===== src/rtl/sdr_ch_arbiter.sv =====
// Shares one word-addressed SDRAM channel between a priority write port (ROM loader)
// and N round-robin read ports; one transaction in flight, acks pulse in a guard cycle.
module sdr_ch_arbiter #(
    parameter int N  = 3,
    parameter int AW = 25
) (
    input  logic            clk,
    input  logic            reset,
    input  logic            download,
    input  logic            wr_req,
    input  logic [AW-1:0]   wr_addr,
    input  logic [15:0]     wr_din,
    input  logic [1:0]      wr_be,
    output logic            wr_ack,
    input  logic [N-1:0]    rd_req,
    input  logic [N*AW-1:0] rd_addr,
    output logic [N-1:0]    rd_ack,
    output logic [15:0]     rd_dout,
    output logic [AW-2:0]   chan_addr,
    output logic [15:0]     chan_din,
    output logic [1:0]      chan_be,
    output logic            chan_rnw,
    output logic            chan_req,
    input  logic            chan_ready,
    input  logic [15:0]     chan_dout,
    output logic            busy,
    output logic [3:0]      grant_id
);

    localparam int PW = (N > 1) ? $clog2(N) : 1;

    typedef enum logic [1:0] {
        S_IDLE,
        S_BUSY,
        S_DONE
    } state_t;

    state_t          state_q, state_d;
    logic [PW-1:0]   ptr_q, ptr_d;
    logic [PW-1:0]   win_q, win_d;
    logic [AW-2:0]   chan_addr_q, chan_addr_d;
    logic [15:0]     chan_din_q, chan_din_d;
    logic [1:0]      chan_be_q, chan_be_d;
    logic            chan_rnw_q, chan_rnw_d;
    logic            chan_req_q, chan_req_d;
    logic [3:0]      grant_id_q, grant_id_d;
    logic [15:0]     rd_dout_q, rd_dout_d;
    logic [N-1:0]    rd_ack_q, rd_ack_d;
    logic            wr_ack_q, wr_ack_d;

    logic            rd_found;
    logic [PW-1:0]   rd_win;
    logic [AW-2:0]   rd_word_sel;
    int unsigned     rr_idx;
    logic            unused_lsb;

    // Rotating search starting just after the last served read port.
    always_comb begin
        rd_found = 1'b0;
        rd_win   = '0;
        rr_idx   = 0;
        for (int unsigned k = 1; k <= N; k++) begin
            rr_idx = (32'(ptr_q) + k) % N;
            if (!rd_found && rd_req[PW'(rr_idx)]) begin
                rd_found = 1'b1;
                rd_win   = PW'(rr_idx);
            end
        end
    end

    always_comb begin
        rd_word_sel = '0;
        unused_lsb  = wr_addr[0];
        for (int unsigned i = 0; i < N; i++) begin
            if (PW'(i) == rd_win) begin
                rd_word_sel = rd_addr[i*AW+1 +: AW-1];
            end
            unused_lsb = unused_lsb ^ rd_addr[i*AW];
        end
    end

    always_comb begin
        state_d     = state_q;
        ptr_d       = ptr_q;
        win_d       = win_q;
        chan_addr_d = chan_addr_q;
        chan_din_d  = chan_din_q;
        chan_be_d   = chan_be_q;
        chan_rnw_d  = chan_rnw_q;
        chan_req_d  = chan_req_q;
        grant_id_d  = grant_id_q;
        rd_dout_d   = rd_dout_q;
        rd_ack_d    = '0;
        wr_ack_d    = 1'b0;
        case (state_q)
            S_IDLE: begin
                if (wr_req) begin
                    chan_addr_d = wr_addr[AW-1:1];
                    chan_din_d  = wr_din;
                    chan_be_d   = wr_be;
                    chan_rnw_d  = 1'b0;
                    chan_req_d  = 1'b1;
                    grant_id_d  = 4'hF;
                    state_d     = S_BUSY;
                end else if (!download && rd_found) begin
                    chan_addr_d = rd_word_sel;
                    chan_be_d   = 2'b11;
                    chan_rnw_d  = 1'b1;
                    chan_req_d  = 1'b1;
                    grant_id_d  = 4'(rd_win);
                    win_d       = rd_win;
                    state_d     = S_BUSY;
                end
            end
            S_BUSY: begin
                if (chan_ready) begin
                    chan_req_d = 1'b0;
                    if (chan_rnw_q) begin
                        rd_dout_d = chan_dout;
                        ptr_d     = win_q;
                        for (int unsigned i = 0; i < N; i++) begin
                            rd_ack_d[i] = (win_q == PW'(i));
                        end
                    end else begin
                        wr_ack_d = 1'b1;
                    end
                    state_d = S_DONE;
                end
            end
            // Guard cycle: acks are visible here so requesters can drop req before re-arbitration.
            S_DONE:  state_d = S_IDLE;
            default: state_d = S_IDLE;
        endcase
    end

    always_ff @(posedge clk or posedge reset) begin
        if (reset) begin
            state_q     <= S_IDLE;
            ptr_q       <= PW'(N - 1);
            win_q       <= '0;
            chan_addr_q <= '0;
            chan_din_q  <= '0;
            chan_be_q   <= '0;
            chan_rnw_q  <= 1'b1;
            chan_req_q  <= 1'b0;
            grant_id_q  <= 4'hF;
            rd_dout_q   <= '0;
            rd_ack_q    <= '0;
            wr_ack_q    <= 1'b0;
        end else begin
            state_q     <= state_d;
            ptr_q       <= ptr_d;
            win_q       <= win_d;
            chan_addr_q <= chan_addr_d;
            chan_din_q  <= chan_din_d;
            chan_be_q   <= chan_be_d;
            chan_rnw_q  <= chan_rnw_d;
            chan_req_q  <= chan_req_d;
            grant_id_q  <= grant_id_d;
            rd_dout_q   <= rd_dout_d;
            rd_ack_q    <= rd_ack_d;
            wr_ack_q    <= wr_ack_d;
        end
    end

    assign chan_addr = chan_addr_q;
    assign chan_din  = chan_din_q;
    assign chan_be   = chan_be_q;
    assign chan_rnw  = chan_rnw_q;
    assign chan_req  = chan_req_q;
    assign grant_id  = grant_id_q;
    assign rd_dout   = rd_dout_q;
    assign rd_ack    = rd_ack_q;
    assign wr_ack    = wr_ack_q;
    assign busy      = (state_q != S_IDLE);

endmodule


===== config.mk =====
export PLATFORM = sky130hd
export DESIGN_NAME = sdr_ch_arbiter
export DESIGN_NICKNAME = d
export VERILOG_FILES = /design/src/rtl/sdr_ch_arbiter.sv
export SDC_FILE = /design/constraint.sdc
export NUM_CORES = 1
export LEC_CHECK = 0
export CORE_ASPECT_RATIO = 0.5
export CORE_MARGIN = 3
export CORE_UTILIZATION = 40
export CTS_CLUSTER_SIZE = 10
export DETAILED_ROUTE_END_ITERATION = 10
export GPL_ROUTABILITY_DRIVEN = 1
export GPL_TIMING_DRIVEN = 0
export PLACE_DENSITY = 0.83
export SLEW_MARGIN = 25
export SYNTH_ARGS = -nofsm -noshare
export SYNTH_HDL_FRONTEND = slang
export SYNTH_SLANG_ARGS = --single-unit
export TNS_END_PERCENT = 50

===== constraint.sdc =====
create_clock -name clk -period 6.3 [get_ports clk]
set_clock_uncertainty 0.05 [all_clocks]
set_input_delay 0.63 -clock clk [delete_from_list [all_inputs] [get_ports clk]]
set_output_delay 0.63 -clock clk [all_outputs]
set_load 0.01 [all_outputs]

==> metrics.log <==
INFO  metric synth-seq-area-share = ~49%
INFO  metric number_of_standard_cells_after_synthesis = 359
INFO  metric regToRegStartpoint = ptr_q[1]$_DFFE_PP1P_
INFO  metric cts-hold-fix-buffers = 0
INFO  metric total_of_buffers_placed_on_input_and_output_ports = 206
INFO  metric synthesis.area_per_instance = roughly 10 um2
INFO  metric drtAntennaViolNets = 0
INFO  metric die_width = 143 um
INFO  metric finalWeightedCongestion = 0.763
INFO  metric num_io_pins = ~210
INFO  metric power-per-cell-area = roughly 470 mW/mm2
INFO  metric worstPathMaxFanout = 10
INFO  metric cts_num_sinks = 73
INFO  metric slew-limit-headroom = between 50 and 60%
INFO  metric route.detailed.wl_per_inst = around 18 um
INFO  metric num_vias = about 3500
INFO  metric die-height = ~74 um
INFO  metric leakagePower = about 0.0028 uW
INFO  metric worstSetupPathType = input port to flop
INFO  metric fill_cell_count = 657
INFO  metric min-delay-path-class = flop to flop
INFO  metric starting_drt_drc_count = about 170
INFO  metric dp_cells = ~700
INFO  metric endpoint_type_of_the_worst_setup_path = flop
INFO  metric max-cap-violations = 0
INFO  metric synth_nets = about 500
INFO  metric timing.critical_path.max_delay_family = buffers and inverters
INFO  metric cts-buffers-inserted = 9
INFO  metric worst-slew-pin-transition = roughly 740 ps
INFO  metric final_critical_path_share_of_the_clock_period = between 40 and 50%
INFO  metric ys_ff_latch = 73
INFO  metric cts-resized-gates = 0
INFO  metric ir_worst_vdd = between 0.2 and 0.25 mV
INFO  metric finalSetupViolCount = 0
INFO  metric cts.clk_slew.worst_paths = 60 ps
INFO  metric cts_tree = yes
INFO  metric hold_path_startpoint = chan_din[12]$_DFFE_PP0P_
INFO  metric areaGrowthSynthToFinish = 68.3%
INFO  metric grt_pass1_wl = slightly below 20 mm
INFO  metric place.detailed.hpwl = roughly 9.5 mm
INFO  metric netlist.area_leader.share = 45.5%
INFO  metric mappedNetlistArea = roughly 0.0037 mm2
INFO  metric initial_antenna_violation_count = 0
INFO  metric final_layout_size_suffix_gt1_share = between 10% and 20%
INFO  metric yosysTopAreaCell = dfrtp_1
INFO  metric fp_rows = 24
INFO  metric worst_setup_path_start_kind = input port
INFO  metric die_area = about 0.011 mm2
INFO  metric reg2reg_depth = 11
INFO  metric layout_min_cycle_time = 2980 ps
INFO  metric critical_path_depth = 8
INFO  metric initial_cell_density_of_the_core = 42.1%
INFO  metric critical_path.reg2reg.endpoint = chan_addr[1]$_DFFE_PP0P_
INFO  metric global_route.overflow_total = 0
INFO  metric status = completed
INFO  metric final_net_count = 722
INFO  metric netlist_top_cells_area = dfrtp_1 (45%), mux2_2 (8.1%), mux2i_1 (7.0%)
INFO  metric setup_repair_after_global_routing_missed_its_margin = no
INFO  metric drc_errors = 0
INFO  metric number_of_stages_on_the_worst_hold_path = 2
INFO  metric critical-path-slowest-cell = clkbuf_1
INFO  metric cp_num_buf_inv = 5
INFO  metric critical_path.most_common_cell = nand2_1
INFO  metric synth.yosys.warnings = 0
INFO  metric cts_max_level = 3
INFO  metric crit_chain = clkdlybuf4s50_1 -> clkbuf_1 -> inv_1 -> nor2_1 -> buf_2 -> buf_1 -> nand2_1 -> nand2_1
INFO  metric final_hold_viol_count = 0
INFO  metric grt_use_total = 23.7%
INFO  metric insertedDiodeCount = 0
INFO  metric rrSetupSlack = 3540 ps
INFO  metric report.final.slew_viol_count = 0
INFO  metric worst_path_largest_cell_delay = between 500 and 600 ps
INFO  metric crit_required = ~6500 ps
INFO  metric drt-vias-per-instance = about 5
INFO  metric worstSkewPairLatency = 340 ps
INFO  metric arrival_time_worst_endpoint = 3210 ps
INFO  metric instances_no_fill = about 700
INFO  metric detail_route.wirelength = ~13 mm
INFO  metric grt_max_degree = 47
INFO  metric clock-root-buffer = clkbuf_16
INFO  metric cts-root-to-sink-buffers = 2
INFO  metric design.core.area = roughly 0.009 mm2
INFO  metric postCtsSetupRepairBufs = 0
INFO  metric post_synth_num_cell_types = between 40 and 50
INFO  metric setup-tns-final = 0 ps
INFO  metric whs_endpoint = chan_din[12]$_DFFE_PP0P_
INFO  metric dr.pass1.iters = 5
INFO  metric fmax = approximately 340 MHz
INFO  metric first_global_vias = around 3500
## per-stage QoR
stage / hold WS [ps] / total power (uW) / setup WS (ps) / utilization (%) / cell area (um2)
floorplan: 406 / 1690 / 3780 / - / 3740
global placement: 407 / 2380 / 2480 / 66.9 / 5950
detailed placement: 412 / 2430 / 2960 / 67.3 / 5980
CTS: 426 / 2980 / 3320 / 70.8 / 6300
global route: 450 / 3140 / 2990 / 70.8 / 6300
finish: 424 / 2960 / 3320 / 70.8 / 6300
## Yosys cell counts
| master | instances |
|---|---|
| a211o_1 | 2 |
| a211oi_1 | 1 |
| a21o_1 | 16 |
| a21oi_1 | 6 |
| a21oi_2 | 1 |
| a221o_1 | 1 |
| a22o_1 | 16 |
| a22oi_1 | 8 |
| and2_1 | 1 |
| buf_1 | 3 |
| buf_12 | 1 |
| buf_2 | 6 |
| buf_4 | 2 |
| buf_6 | 3 |
| clkbuf_1 | 11 |
| dfrtp_1 | 68 |
| dfstp_2 | 5 |
| ha_1 | 3 |
| inv_1 | 12 |
| mux2_1 | 1 |
| mux2_2 | 27 |
| mux2i_1 | 26 |
| nand2_1 | 58 |
| nand2b_1 | 1 |
| nand3b_1 | 1 |
| nor2_1 | 38 |
| nor2b_1 | 1 |
| nor3_1 | 2 |
| nor3b_1 | 2 |
| nor4_4 | 1 |
| o211a_2 | 1 |
| o211ai_1 | 2 |
| o21a_1 | 17 |
| o21ai_0 | 1 |
| o21ai_1 | 1 |
| o22ai_1 | 1 |
| o31ai_1 | 5 |
| o31ai_2 | 3 |
| o32ai_1 | 1 |
| or2_0 | 1 |
| or2_1 | 1 |
| or3_1 | 1 |
## cells by family (layout without fill, tap and decap cells)
family	Yosys count	in the layout	share of synthesized area, %
multiplexers	54	54	15.4
flip-flops	73	73	49.0
AO/OA/AOI/OAI	83	83	17.3
adder cells (fa/ha/maj)	3	3	1.00
AND/OR/NAND/NOR	108	108	12.1
buffers and inverters	38	261	5.25
## cell usage in the layout (no fill, tap or decap), types with 5 or more instances in the layout
cell / n
inv_1: 11
buf_2: 6
a21o_1: 16
dfrtp_1: 68
nor2_1: 38
a21oi_1: 6
mux2_2: 27
clkbuf_16: 9
o21a_1: 17
clkbuf_1: 11
a22o_1: 16
mux2i_1: 26
dfstp_2: 5
a22oi_1: 8
clkdlybuf4s50_1: 206
nand2_1: 58
o31ai_1: 5
## sequential cells by signal, summed over array words and instances (netlist names), 3 cells and up
| name | cells |
|---|---|
| chan_addr | 24 |
| chan_din | 16 |
| rd_dout | 16 |
| grant_id | 3 |
| rd_ack | 3 |
## worst min-delay path, stage by stage, from the launching register on
cell	delay [ps]
dfrtp_1	340
nand2_1	50
nand2_1	50
## power breakdown
part | internal, uW | switching [uW]
Sequential | 701 | 122
Clock | 338 | 198
Combinational | 856 | 742
Total | 1900 | 1060
## layout make-up
class / instances / area (um2) / share of cell area (%)
flip-flops and latches: 73 / 1830 / 29.1
clock inverters: 4 / 50.0 / 0.795
clock buffers: 12 / 267 / 4.23
well taps: 117 / 146 / 2.33
repair buffers: 207 / 2090 / 33.2
multi-input cells: 248 / 1710 / 27.2
inverters: 12 / 47.5 / 0.755
plain buffers: 26 / 151 / 2.40
## routing by layer
| layer | share of wire, % | track usage (%) |
|---|---|---|
| met1 | 42 | 30.1 |
| met2 | 51 | 41.0 |
| met4 | 1.9 | 6.95 |
| met3 | 5.3 | 5.84 |
| met5 | 0 | 0 |
## worst max-delay path by stage
stage | end | start
2_1_floorplan | chan_addr[0]$_DFFE_PP0P_ | reset
3_3_place_gp | chan_addr[19]$_DFFE_PP0P_ | reset
3_5_place_dp | chan_din[9]$_DFFE_PP0P_ | wr_req
4_1_cts | chan_din[9]$_DFFE_PP0P_ | wr_req
5_1_grt | chan_din[15]$_DFFE_PP0P_ | wr_req
6_report | chan_din[9]$_DFFE_PP0P_ | wr_req
No activity file was read; power rests on OpenSTA's default activity.
